File: config.mk
export PLATFORM = sky130hd
export DESIGN_NAME = adapter_n_to_1_serializer
export DESIGN_NICKNAME = d
export VERILOG_FILES = /design/src/rtl/adapter_n_to_1_serializer.sv
export SDC_FILE = /design/constraint.sdc
export NUM_CORES = 1
export LEC_CHECK = 0
export CAP_MARGIN = 5
export CORE_ASPECT_RATIO = 0.8
export CORE_UTILIZATION = 37
export CTS_CLUSTER_DIAMETER = 50
export DETAILED_ROUTE_END_ITERATION = 10
export PLACE_DENSITY = 0.72
export SKIP_CTS_REPAIR_TIMING = 1
export SLEW_MARGIN = 20
export SYNTH_ARGS = -nofsm -noshare
export SYNTH_HDL_FRONTEND = slang
export SYNTH_SLANG_ARGS = --single-unit
File: constraint.sdc
create_clock -name clk -period 4.08 [get_ports clk]
set_clock_uncertainty 0.1 [all_clocks]
set_input_delay 0.408 -clock clk [delete_from_list [all_inputs] [get_ports clk]]
set_output_delay 0.408 -clock clk [all_outputs]
set_load 0.02 [all_outputs]
File: src/rtl/adapter_n_to_1_serializer.sv
// N-lane to 1-word serializer: captures a packed bus of lanes plus an enable
// mask, then emits the enabled lanes lowest-index first on a valid/ready stream.
module adapter_n_to_1_serializer #(
    parameter int DATA_WIDTH = 16,
    parameter int N_INPUTS   = 4,
    parameter int IDX_WIDTH  = $clog2(N_INPUTS)
) (
    input  logic                           clk,
    input  logic                           reset_L,
    input  logic [N_INPUTS*DATA_WIDTH-1:0] in_data,
    input  logic [N_INPUTS-1:0]            in_mask,
    input  logic                           in_valid,
    output logic                           in_ready,
    output logic [DATA_WIDTH-1:0]          out_data,
    output logic [IDX_WIDTH-1:0]           out_index,
    output logic                           out_last,
    output logic                           out_valid,
    input  logic                           out_ready,
    output logic                           busy
);

    typedef enum logic [0:0] {
        ST_IDLE = 1'b0,
        ST_SEND = 1'b1
    } state_t;

    state_t                         r_state;
    state_t                         w_state_nxt;
    logic [N_INPUTS*DATA_WIDTH-1:0] r_hold;
    logic [N_INPUTS*DATA_WIDTH-1:0] w_hold_nxt;
    logic [N_INPUTS-1:0]            r_pend;
    logic [N_INPUTS-1:0]            w_pend_nxt;
    logic [N_INPUTS-1:0]            w_pend_rest;
    logic [IDX_WIDTH-1:0]           w_sel_idx;
    logic [DATA_WIDTH-1:0]          w_sel_data;
    logic                           w_send;
    logic                           w_last;
    logic                           w_xfer;
    logic                           w_accept;
    logic                           w_load;

    // Lowest set pending bit selects the lane; descending scan lets the lowest win.
    always_comb begin
        w_sel_idx  = {IDX_WIDTH{1'b0}};
        w_sel_data = {DATA_WIDTH{1'b0}};
        for (int i = N_INPUTS - 1; i >= 0; i--) begin
            w_sel_idx  = r_pend[i] ? IDX_WIDTH'(i) : w_sel_idx;
            w_sel_data = r_pend[i] ? r_hold[i*DATA_WIDTH +: DATA_WIDTH] : w_sel_data;
        end
    end

    // Handshake decode; clearing the lowest set bit gives the post-transfer mask.
    always_comb begin
        w_pend_rest = r_pend & (r_pend - N_INPUTS'(1));
        w_send      = (r_state == ST_SEND);
        w_last      = w_send && (w_pend_rest == {N_INPUTS{1'b0}});
        w_xfer      = w_send && out_ready;
        in_ready    = reset_L && (!w_send || (w_xfer && w_last));
        w_accept    = in_valid && in_ready;
        w_load      = w_accept && (in_mask != {N_INPUTS{1'b0}});
        out_valid   = w_send;
        out_last    = w_last;
        busy        = w_send;
        out_data    = w_send ? w_sel_data : {DATA_WIDTH{1'b0}};
        out_index   = w_send ? w_sel_idx : {IDX_WIDTH{1'b0}};
    end

    // Next-state: a load (only possible when idle or on the final transfer) wins.
    always_comb begin
        w_state_nxt = r_state;
        w_hold_nxt  = w_load ? in_data : r_hold;
        w_pend_nxt  = w_load ? in_mask : (w_xfer ? w_pend_rest : r_pend);
        case (r_state)
            ST_IDLE: w_state_nxt = w_load ? ST_SEND : ST_IDLE;
            ST_SEND: w_state_nxt = w_load ? ST_SEND :
                                   ((w_xfer && w_last) ? ST_IDLE : ST_SEND);
            default: begin
                w_state_nxt = ST_IDLE;
                w_pend_nxt  = {N_INPUTS{1'b0}};
            end
        endcase
    end

    // State, holding and pending-mask registers.
    always_ff @(posedge clk or negedge reset_L) begin
        if (!reset_L) begin
            r_state <= ST_IDLE;
            r_hold  <= {(N_INPUTS*DATA_WIDTH){1'b0}};
            r_pend  <= {N_INPUTS{1'b0}};
        end else begin
            r_state <= w_state_nxt;
            r_hold  <= w_hold_nxt;
            r_pend  <= w_pend_nxt;
        end
    end

endmodule

# Word level (Yosys, flattened, before mapping)
# Cells that the tools add are included.
word_totals:
  ff_bits: 69
  inputBits: 72
  out_inout_bits: 22
  elab_cells: 33
classes:
  addsub: 1
  mux: 16
  n_bitwise: 2
  n_reduce_logical: 11
ops:
  columns: ["op", "count"]
  rows:
  - ["$mux W16", 5]
  - ["$mux W2", 5]
  - ["$mux W4", 2]
  - ["$logic_and A1 B1 Y1", 6]
  - ["$and A4 B4 Y4", 1]
  - ["$logic_not A4 Y1", 1]
  - ["$reduce_bool A4 Y1", 1]
  - ["$sub A4 B1 Y4 const B", 1]
  - ["$mux W1", 3]
  - ["$pmux W1 S2", 1]
  - ["$reduce_bool A2 Y1", 1]
  - ["$logic_not A1 Y1", 1]
  - ["$logic_or A1 B1 Y1", 1]
  - ["$not A1 Y1", 1]

# Logic depth before layout (Yosys ltp)
# Gate-level depths: netlist (run 1).
logic_depth:
  ltp_word: 11
  mapped_depth: 7

# Worst setup path after synthesis (run 1)
# OpenSTA, ideal clock, no wires.
synth_path:
  path_kind: "register to output"
  start: "register r_pend[2]"
  end: "output port out_data[6]"
  arrival_ps: 1710
  required_time_ps: 3572
  setup_slack_ps: 1862
  stages_incl_launch_ff: 7
  path_cell_list: "dfrtp_1 -> clkbuf_1 -> nor2b_1 -> clkbuf_1 -> clkbuf_1 -> a22oi_1 -> a21oi_1"
synth_between:
  elab_chain_len: 4
synth_rtl:
  columns: ["item", "line", "source"]
  rows:
  - ["start, declared", "31", "logic [N_INPUTS-1:0] r_pend;"]
  - ["start signal, assigned", "89", "r_pend <= {N_INPUTS{1'b0}};"]
  - ["start signal, assigned", "93", "r_pend <= w_pend_nxt;"]
  - ["$mux W16 (3 in series)", "48", "w_sel_data = r_pend[i] ? r_hold[i*DATA_WIDTH +: DATA_WIDTH] : w_sel_data;"]
  - ["$mux W16", "64", "out_data = w_send ? w_sel_data : {DATA_WIDTH{1'b0}};"]
  - ["end, declared", "14", "output logic [DATA_WIDTH-1:0] out_data,"]
# No other way between the ends.

# Worst setup path after layout (run 1)
layout_path:
  start: "register r_pend[2]"
  end: "output port out_data[15]"
# The elaborated chain is that of the path after synthesis.

==> key figures, run 1 <==
Logic synthesis
  – Syn. warnings: 0
  – Mapped cell area: 0.00320 mm^2
  – Largest cells by area after synthesis: dfrtp_1 54%, mux2_2 13%, mux2_4 13%
  – Synth cell types: 27
  – Post-Synth XOR/XNOR Area: 0%
  – Post-Synth Adder-Cell Area: 0%
  – Synth Area per Inst: around 14 um^2
  – Sequential fraction of the synthesis area: 54.0%
  – Synth Instances: 230
  – Top-area cell type share of the netlist area: 54.0%
  – Yosys top cell by area: dfrtp_1
  – Yosys reg bits: 69
  – Simple-gate share of the synthesized area: between 2 and 3%
  – Mux cell area share after synthesis: 25.7%
  – Synth Area in Compound Gates: 13.7%
  – Syn Nets: 302
  – Main combinational cell family by area after synthesis: multiplexers

Die
  – Rows: 29
  – Core area: 0.00816 mm^2
  – Die outline width: 106 um
  – Initial Utilization: 39.1%
  – Die area: 0.00901 mm^2
  – IO Pins: between 90 and 100
  – Die H: between 80 and 90 um

STA
  – Final setup vio count: 0
  – Fin Setup TNS: 0 ns
  – Slew headroom: between 30% and 40%
  – Post-route setup slack: 0.783 ns
  – Worst Tran Pin Value: 0.947 ns
  – Final Max Slew Viols: 0
  – Final hold viol count: 0
  – Fmax: 0.303 GHz
  – Tmin final: about 3.3 ns
  – RSZ-0062 raised after global routing: false
  – Final period util: 80.8%

Place
  – Placed cell area: 0.00419 mm^2
  – Routability cong.: 0.724
  – HPWL Detailed: around 5.1 mm
  – Setup WS pre-CTS: 1.07 ns
  – I/O Buffers: slightly above 90

Drt
  – Vias: between 2000 and 2500
  – Avg WL per Cell: about 17 um
  – ANT nets after route: 0
  – DR iter-0 viols: between 70 and 80
  – DR pass1 iterations: 4
  – Via/cell ratio: 5.20
  – Total Routed Length: 7.41 mm
  – DRC: 0

Worst setup path
  – WP data required: about 3.6 ns
  – R2R cell count: 5
  – Critical Path End Type: primary output
  – Worst R2R Start: r_pend[2]
  – CP arrival: ~2.8 ns
  – Worst Path Class, Setup: reg2out
  – Worst r2r dst: r_hold[45]
  – Critical Path Fanout Max: 22
  – R2R Setup Slk: 1.05 ns
  – Crit path launch type: flop

Hold path
  – Tightest Hold Check Type: in2async

Layout
  – Area growth syn-to-layout: 37.2%
  – Final nets: 390
  – Post-layout instance area: 0.00438 mm^2
  – Number of diodes: 0
  – # fillers: 697
  – Share of cells above drive strength 1: 27.2%

Global route
  – Largest net degree at the start of global routing: 71
  – Vias in the first global route: 2402
  – Global Route Usage Sum: 17.5%
  – Aggregate global routing overflow: 0
  – Global-route wire length before repair: 12.3 mm
  – Initial antenna violation count: 0

Clock network
  – Clk sinks: 69
  – Worst-Skew Late Latency: 0.33 ns
  – Clock root buffer: clkbuf_8
  – Clock Path Buffers: 2
  – Register clock-pin slew on the reported worst setup and hold paths: 0.09 ns
  – CTS H-tree depth: 3
  – TritonCTS clock tree: yes
  – Num CTS Buffers: 9

Pwr
  – Clock power share: 22.4%
  – Net Switching: 771 uW
  – LEAKAGE: 1.83 nW
  – P_int: around 1.6 mW
  – Sequential power share: 43.3%
  – Sw frac: a little under a third
  – Worst IR Drop VDD: 253 uV
  – Logic gate share of total power: 34.3%
  – P per Cell Area: 552 mW/mm^2

Run
  – Max-cap violation count: 0

Run status
  – Status: completed
worst max path at each step:
stage,start,depth (start not counted),endpoint
after global placement,r_pend[2],5,r_hold[0]
after floorplan,r_pend[2],6,out_data[6]
after CTS,r_pend[2],4,out_data[15]
after global routing,r_pend[2],4,out_data[15]
after detailed placement,r_pend[2],5,r_hold[0]
final,r_pend[2],4,out_data[15]
layout by cell type, fill, tap and decap left out, types with 4 or more instances in the layout:
cell type | synthesis | routed
clkbuf_8 | 0 | 9
o221ai_1 | 16 | 16
dfrtp_1 | 69 | 69
nand2_1 | 4 | 4
clkdlybuf4s50_1 | 0 | 92
mux2_2 | 37 | 37
mux2_4 | 27 | 27
a22oi_1 | 16 | 16
a21oi_1 | 17 | 17
a32o_1 | 4 | 4
synthesized netlist by cell type:
library cell and count:
o31a_1 1, nand3_1 3, nor3_2 1, o21ai_0 2, nand2_1 4, or3_1 1, and2_1 1, a21oi_1 17
nor4_1 1, a22oi_1 16, nor2_1 2, clkbuf_1 10, a32o_1 4, mux2_4 27, nor3_1 2, a211oi_1 1
buf_6 5, a21bo_2 1, dfrtp_1 69, clkinv_1 1, o31ai_1 1, nor2b_1 1, buf_2 4, buf_4 1
o221ai_1 16, o211a_1 1, mux2_2 37
metrics by stage:
step | instances | utilization (%) | hold slack [ns] | total power [mW]
2_1_floorplan | 230 | - | 0.0124 | 1.56
3_3_place_gp | 415 | 51.3 | 0.389 | 1.87
3_5_place_dp | 415 | 51.3 | 0.396 | 1.89
4_1_cts | 431 | 53.7 | 0.219 | 2.45
5_1_grt | 431 | 53.7 | 0.277 | 2.57
6_report | 431 | 53.7 | 0.175 | 2.42
layer usage:
metal / global-route usage [%] / part of all wire (%)
met5: 0 / 0
met4: 4.04 / 0.24
met3: 4.61 / 5.3
met2: 27.1 / 46
met1: 24.6 / 48
state kept, by name, summed over array words and instances, names as in the netlist:
| name | flops |
|---|---|
| r_hold | 64 |
| busy | 1 |
| r_pend | 4 |
kinds of logic after synthesis:
family | Yosys count
buffers and inverters | 21
AOI/OAI and AO/OA | 60
and+or+nand+nor | 16
DFF | 69
muxes | 64
worst max-delay path: stages (launching register included):
cell,delay [ns]
dfrtp_1,0.67
nor2b_2,0.72
a22oi_1,0.19
a21oi_1,0.24
clkdlybuf4s50_1,0.63
final cells by class:
class | instances | area [um^2] | area share, %
Timing Repair Buffer | 97 | 968 | 22.1
Multi-Input combinational cell | 140 | 1350 | 30.9
Clock inverter | 7 | 73.8 | 1.68
Clock buffer | 9 | 124 | 2.83
Sequential cell | 69 | 1730 | 39.4
Tap cell | 108 | 135 | 3.08
Inverter | 1 | 3.75 | 0.0856
power groups by stage:
| stage | Combinational [mW] | Clock (mW) | Sequential, mW |
|---|---|---|---|
| floorplan | 0.577 | 0 | 0.981 |
| global placement | 0.813 | 0 | 1.06 |
| detailed placement | 0.833 | 0 | 1.06 |
| CTS | 0.837 | 0.565 | 1.05 |
| global route | 0.894 | 0.598 | 1.08 |
| finish | 0.829 | 0.542 | 1.05 |
Power figures use the tool's default switching activity.
==> inputs of run 2 (changes only) <==
==> constraint.sdc (replaced) <==
create_clock -name clk -period 3.3 [get_ports clk]
set_clock_uncertainty 0.1 [all_clocks]
set_input_delay 0.33 -clock clk [delete_from_list [all_inputs] [get_ports clk]]
set_output_delay 0.33 -clock clk [all_outputs]
set_load 0.02 [all_outputs]
==> key figures, run 2 (synthesized netlist as in run 1, its figures left out) <==
STA
  – RSZ-0062 raised after global routing: false
  – Slew headroom: 31.0% (-5.8 points)
  – Worst Tran Pin Value: 1.03 ns (+0.0872 ns)
  – Fin Setup TNS: 0 ns (unchanged)
  – Final setup vio count: 0 (unchanged)
  – Tmin final: 3.06 ns
  – Final Max Slew Viols: 0 (unchanged)
  – Fmax: between 0.3 and 0.4 GHz
  – Final hold viol count: 0 (unchanged)
  – Final period util: a little over 90%

Layout
  – Final nets: 396 (+1.5%)
  – Number of diodes: 0 (unchanged)
  – Largest register FFs: 64 (unchanged)
  – Area growth syn-to-layout: 39.2%
  – Commonest cells after routing, fill and taps aside: 92 x clkdlybuf4s50_1, 69 x dfrtp_1, 37 x mux2_2
  – Register name with the most flops: r_hold
  – Post-layout instance area: 0.00445 mm^2 (+1.5%)
  – Share of cells above drive strength 1: 28.0% (+0.72 points)
  – Most common cell after layout, fill and taps aside: clkdlybuf4s50_1

Global route
  – Global Route Usage Sum: 18.4% (+0.87 points)
  – Initial antenna violation count: 0 (unchanged)
  – Largest net degree at the start of global routing: 40 (-44%)
  – Aggregate global routing overflow: 0 (unchanged)
  – Global-route wire length before repair: 12.5 mm (+1.6%)
  – Vias in the first global route: 2423 (+0.87%)

Pwr
  – Worst IR Drop VDD: 280 uV (+11%)
  – P per Cell Area: 699 mW/mm^2 (+27%)
  – LEAKAGE: 1.87 nW (+2.1%)

Die
  – IO Pins: 94 (unchanged)
  – Rows: 29 (unchanged)
  – Die outline width: 106 um (unchanged)
  – Core area: 0.00816 mm^2 (unchanged)
  – Initial Utilization: 39.1% (unchanged)
  – Die area: 0.00901 mm^2 (unchanged)
  – Die H: 85.1 um (unchanged)

Clock network
  – Num CTS Buffers: 9 (unchanged)
  – CTS H-tree depth: 3 (unchanged)
  – Clock root buffer: clkbuf_8
  – Register clock-pin slew on the reported worst setup and hold paths: 0.08 ns (about the same)
  – TritonCTS clock tree: yes
  – Clock Path Buffers: 2 (unchanged)
  – Worst-Skew Late Latency: 0.34 ns (about the same)
  – Clk sinks: 69 (unchanged)

Worst setup path
  – CP arrival: 2.63 ns (-0.16 ns)
  – Crit path launch type: flop
  – Worst Path Class, Setup: reg2out
  – Critical Path End Type: primary output
  – Critical Path Fanout Max: 14 (-36%)
  – WP data required: 2.87 ns (-0.70 ns)

Place
  – Placed cell area: 0.00422 mm^2 (+0.90%)
  – Routability cong.: 0.796 (+9.9%)
  – HPWL Detailed: 5.44 mm (+7.0%)
  – I/O Buffers: 93 (unchanged)

Drt
  – Via/cell ratio: 5.25 (+1.0%)
  – Avg WL per Cell: 18.2 um (+5.7%)
  – Vias: 2295 (+2.5%)
  – ANT nets after route: 0 (unchanged)
  – DR pass1 iterations: 4 (unchanged)
  – Total Routed Length: 7.94 mm (+7.2%)
  – DRC: 0 (unchanged)
  – DR iter-0 viols: 112 (+42%)

Run status
  – Status: completed

Run
  – Max-cap violation count: 0 (unchanged)

Hold path
  – Tightest Hold Check Type: reg2reg
-- run 2: changes by cell type in the layout (fill, tap and decap cells not counted) --
cell / delta
dlygate4sd3_1: +1
inv_6: -1
clkinvlp_4: -1
buf_4: +5
bufinv_16: +1
clkbuf_1: +1
-- run 2: routing by layer --
layer / routed length, um / track usage [%]
met1: 3580 / 24.8
met2: 3720 / 28.9
met3: 592 / 5.99
met4: 46 / 4.04
met5: 0 / 0
-- run 2: final timing paths --
| kind | end | slack [ns] | from | cells past startpoint |
|---|---|---|---|---|
| setup / recovery | out_data[15] | 0.24 | r_pend[2] | 5 |
| hold / removal | r_hold[58] | 0.41 | r_hold[58] | 1 |
| setup reg to reg | r_hold[4] | 0.84 | r_pend[2] | 5 |
| hold reg to reg | r_hold[58] | 0.41 | r_hold[58] | 1 |
| max in group asynchronous | r_hold[58] | 2.21 | reset_L | 3 |
| min in group asynchronous | r_hold[17] | 0.47 | reset_L | 3 |
-- run 2: area by class of cell --
cell class / count / area [um^2]
Timing Repair Buffer: 103 / 1020
Tap cell: 108 / 135
Sequential cell: 69 / 1730
Multi-Input combinational cell: 140 / 1350
Clock inverter: 6 / 87.6
Inverter: 1 / 3.75
Clock buffer: 10 / 128
Fill cell: 703 / 3710
-- run 2: worst max-delay path, stage by stage, from the launching register on --
cell	delay, ns
dfrtp_1	0.56
nor2b_2	0.49
buf_4	0.26
a22oi_1	0.12
a21oi_1	0.20
clkdlybuf4s50_1	0.64
-- run 2: stage by stage --
| step | setup WS [ns] | hold slack [ns] | power, mW | utilization, % | cells |
|---|---|---|---|---|---|
| 4_1_cts | 0.240 | -0.0682 | 3.13 | 54.4 | 436 |
| 3_3_place_gp | 0.757 | 0.309 | 2.34 | 51.7 | 420 |
| 3_5_place_dp | 0.665 | 0.308 | 2.37 | 51.7 | 420 |
| 2_1_floorplan | 1.16 | -0.0656 | 1.93 | - | 230 |
| 6_report | 0.244 | 0.411 | 3.11 | 54.5 | 437 |
| 5_1_grt | 0.113 | 0.420 | 3.27 | 54.5 | 437 |
-- run 2: where the power goes --
group	internal [mW]	total (mW)	switching [mW]
Sequential	1.10	1.29	0.192
Clock	0.426	0.745	0.319
Combinational	0.606	1.07	0.468
Total	2.13	3.11	0.980
==> inputs of run 3 (changes only) <==
--- a/config.mk
+++ b/config.mk
@@ -11,6 +11,7 @@
 export CTS_CLUSTER_DIAMETER = 50
 export DETAILED_ROUTE_END_ITERATION = 10
 export PLACE_DENSITY = 0.72
+export REMOVE_ABC_BUFFERS = 1
 export SKIP_CTS_REPAIR_TIMING = 1
 export SLEW_MARGIN = 20
 export SYNTH_ARGS = -nofsm -noshare
==> key figures, run 3 (synthesized netlist as in run 1, its figures left out) <==
Layout
  – Share of cells above drive strength 1: 27.0% (-0.97 points)
  – Most common cell after layout, fill and taps aside: clkdlybuf4s50_1
  – Final nets: 394 (-0.51%)
  – Sequential Area: 0.00173 mm^2 (unchanged)
  – Commonest cells after routing, fill and taps aside: 92 x clkdlybuf4s50_1, 69 x dfrtp_1, 37 x mux2_2
  – Area growth syn-to-layout: 37.5%
  – Area of the multi-input gates: 0.00136 mm^2 (+0.18%)
  – # fillers: 729 (+3.7%)
  – Register name with the most flops: r_hold
  – Largest register FFs: 64 (unchanged)
  – Number of diodes: 0 (unchanged)

Clock network
  – Register clock-pin slew on the reported worst setup and hold paths: 0.07 ns (about the same)
  – Num CTS Buffers: 9 (unchanged)
  – Clock root buffer: clkbuf_8
  – TritonCTS clock tree: yes
  – Clk sinks: 69 (unchanged)
  – Clock Path Buffers: 2 (unchanged)
  – CTS H-tree depth: 3 (unchanged)
  – Worst-Skew Late Latency: 0.33 ns (about the same)

Pwr
  – LEAKAGE: 1.84 nW (-1.7%)
  – Sequential power share: 43.2% (+1.7 points)
  – Clock power share: 21.4% (-2.6 points)
  – Sw frac: 31.5% (about the same)
  – Net Switching: 942 uW (-3.9%)
  – Logic gate share of total power: 35.4% (+0.8 points)
  – P per Cell Area: 680 mW/mm^2 (-2.7%)
  – P_int: 2.05 mW (-4.0%)
  – Worst IR Drop VDD: 303 uV (+8.0%)

Drt
  – Via/cell ratio: 5.26 (+0.12%)
  – DR iter-0 viols: 133 (+19%)
  – ANT nets after route: 0 (unchanged)
  – Total Routed Length: 7.98 mm (+0.45%)
  – DRC: 0 (unchanged)
  – Avg WL per Cell: 18.4 um (+1.1%)
  – DR pass1 iterations: 5 (+1)
  – Vias: 2282 (-0.57%)

Die
  – Die H: 85.1 um (unchanged)
  – IO Pins: 94 (unchanged)
  – Die area: 0.00901 mm^2 (unchanged)
  – Initial Utilization: 39.1% (unchanged)
  – Core area: 0.00816 mm^2 (unchanged)
  – Rows: 29 (unchanged)
  – Die outline width: 106 um (unchanged)

Worst setup path
  – Worst Path Class, Setup: reg2out
  – Crit path launch type: flop
  – WP data required: 2.87 ns (about the same)
  – CP max stage cell: clkdlybuf4s50_1
  – Worst R2R Start: r_pend[2]
  – Worst path max stage delay: 0.65 ns (about the same)
  – R2R cell count: 5 (unchanged)
  – Critical Path Fanout Max: 16 (+2)
  – CP arrival: 2.53 ns (-0.10 ns)
  – CP cell instances: clkinv_1 -> nand2_1 -> o221ai_1 -> a21oi_1 -> clkdlybuf4s50_1
  – Worst r2r dst: r_hold[47]
  – R2R Setup Slk: 0.69 ns (-0.15 ns)
  – Critical Path End Type: primary output
  – CP startpoint: r_pend[0]
  – Critical Path Sink: out_data[11]

STA
  – Tmin final: 2.96 ns (-0.0931 ns)
  – Fmax: 0.338 GHz (+3.1%)
  – RSZ-0062 raised after global routing: false
  – Min Hold Slack: 0.143 ns (-0.268 ns)
  – Final Max Slew Viols: 0 (unchanged)
  – Final period util: 89.8% (-2.8 points)
  – Fin Setup TNS: 0 ns (unchanged)
  – Final hold viol count: 0 (unchanged)
  – Final setup vio count: 0 (unchanged)
  – Slew headroom: 29.9% (-1.1 points)
  – Worst Tran Pin Value: 1.05 ns (+0.0172 ns)

Hold path
  – Tightest Hold Check Type: in2async

Place
  – I/O Buffers: 93 (unchanged)
  – Routability cong.: 0.798 (+0.25%)
  – HPWL Detailed: 5.36 mm (-1.5%)

Global route
  – Initial antenna violation count: 0 (unchanged)
  – Global-route wire length before repair: 12.6 mm (+1.0%)
  – Aggregate global routing overflow: 0 (unchanged)
  – Global Route Usage Sum: 18.7% (+0.35 points)
  – Vias in the first global route: 2401 (-0.91%)
  – Largest net degree at the start of global routing: 70 (+75%)

Run
  – Max-cap violation count: 0 (unchanged)

Run status
  – Status: completed
-- run 3: critical path, delay by kind of cell, from the launching register on --
| family | cells | cell delay, ns |
|---|---|---|
| AND/OR/NAND/NOR | 1 | 0.57 |
| AO/OA/AOI/OAI | 2 | 0.39 |
| buffers and inverters | 2 | 0.77 |
| flip-flops | 1 | 0.47 |
-- run 3: through the flow --
stage | cell area, um^2 | total power, mW | worst slack (ns) | std cells | utilization (%)
global placement | 4220 | 2.33 | 0.737 | 419 | 51.7
CTS | 4390 | 3.02 | 0.321 | 434 | 53.8
detailed placement | 4220 | 2.36 | 0.711 | 419 | 51.7
finish | 4390 | 2.99 | 0.337 | 434 | 53.8
floorplan | 3070 | 1.89 | 0.389 | 210 | -
global route | 4390 | 3.16 | 0.132 | 434 | 53.8
-- run 3: worst min path at each step --
stage	startpoint	endpoint	slack [ns]	depth (start not counted)
finish	reset_L	r_hold[11]	0.14	2
global route	reset_L	r_hold[11]	0.23	2
floorplan	reset_L	busy	-0.07	0
global placement	r_hold[60]	r_hold[60]	0.39	1
CTS	reset_L	r_hold[59]	0.18	2
detailed placement	r_hold[23]	r_hold[23]	0.39	1
-- run 3: power groups by stage --
stage | Sequential, mW | Clock [mW] | Combinational [mW]
floorplan | 1.25 | 0 | 0.641
global placement | 1.29 | 0 | 1.04
detailed placement | 1.30 | 0 | 1.06
global route | 1.32 | 0.696 | 1.14
CTS | 1.29 | 0.663 | 1.07
finish | 1.29 | 0.638 | 1.06
-- run 3: layer usage --
layer	track usage, %	wire length (um)	vias up	share of wire, %
met5	0	0	-	0
met4	4.04	40	0	0.50
met3	6.30	480	4	6.0
met2	30.0	3830	79	48
met1	24.8	3630	1135	45
li1	-	-	1064	-
-- run 3: cell type report --
| class | instances | area share [%] |
|---|---|---|
| multi-input cells | 140 | 30.8 |
| well taps | 108 | 3.08 |
| inverters | 1 | 0.0854 |
| flip-flops and latches | 69 | 39.3 |
| clock buffers | 13 | 3.16 |
| repair buffers | 101 | 22.7 |
| clock inverters | 2 | 0.797 |
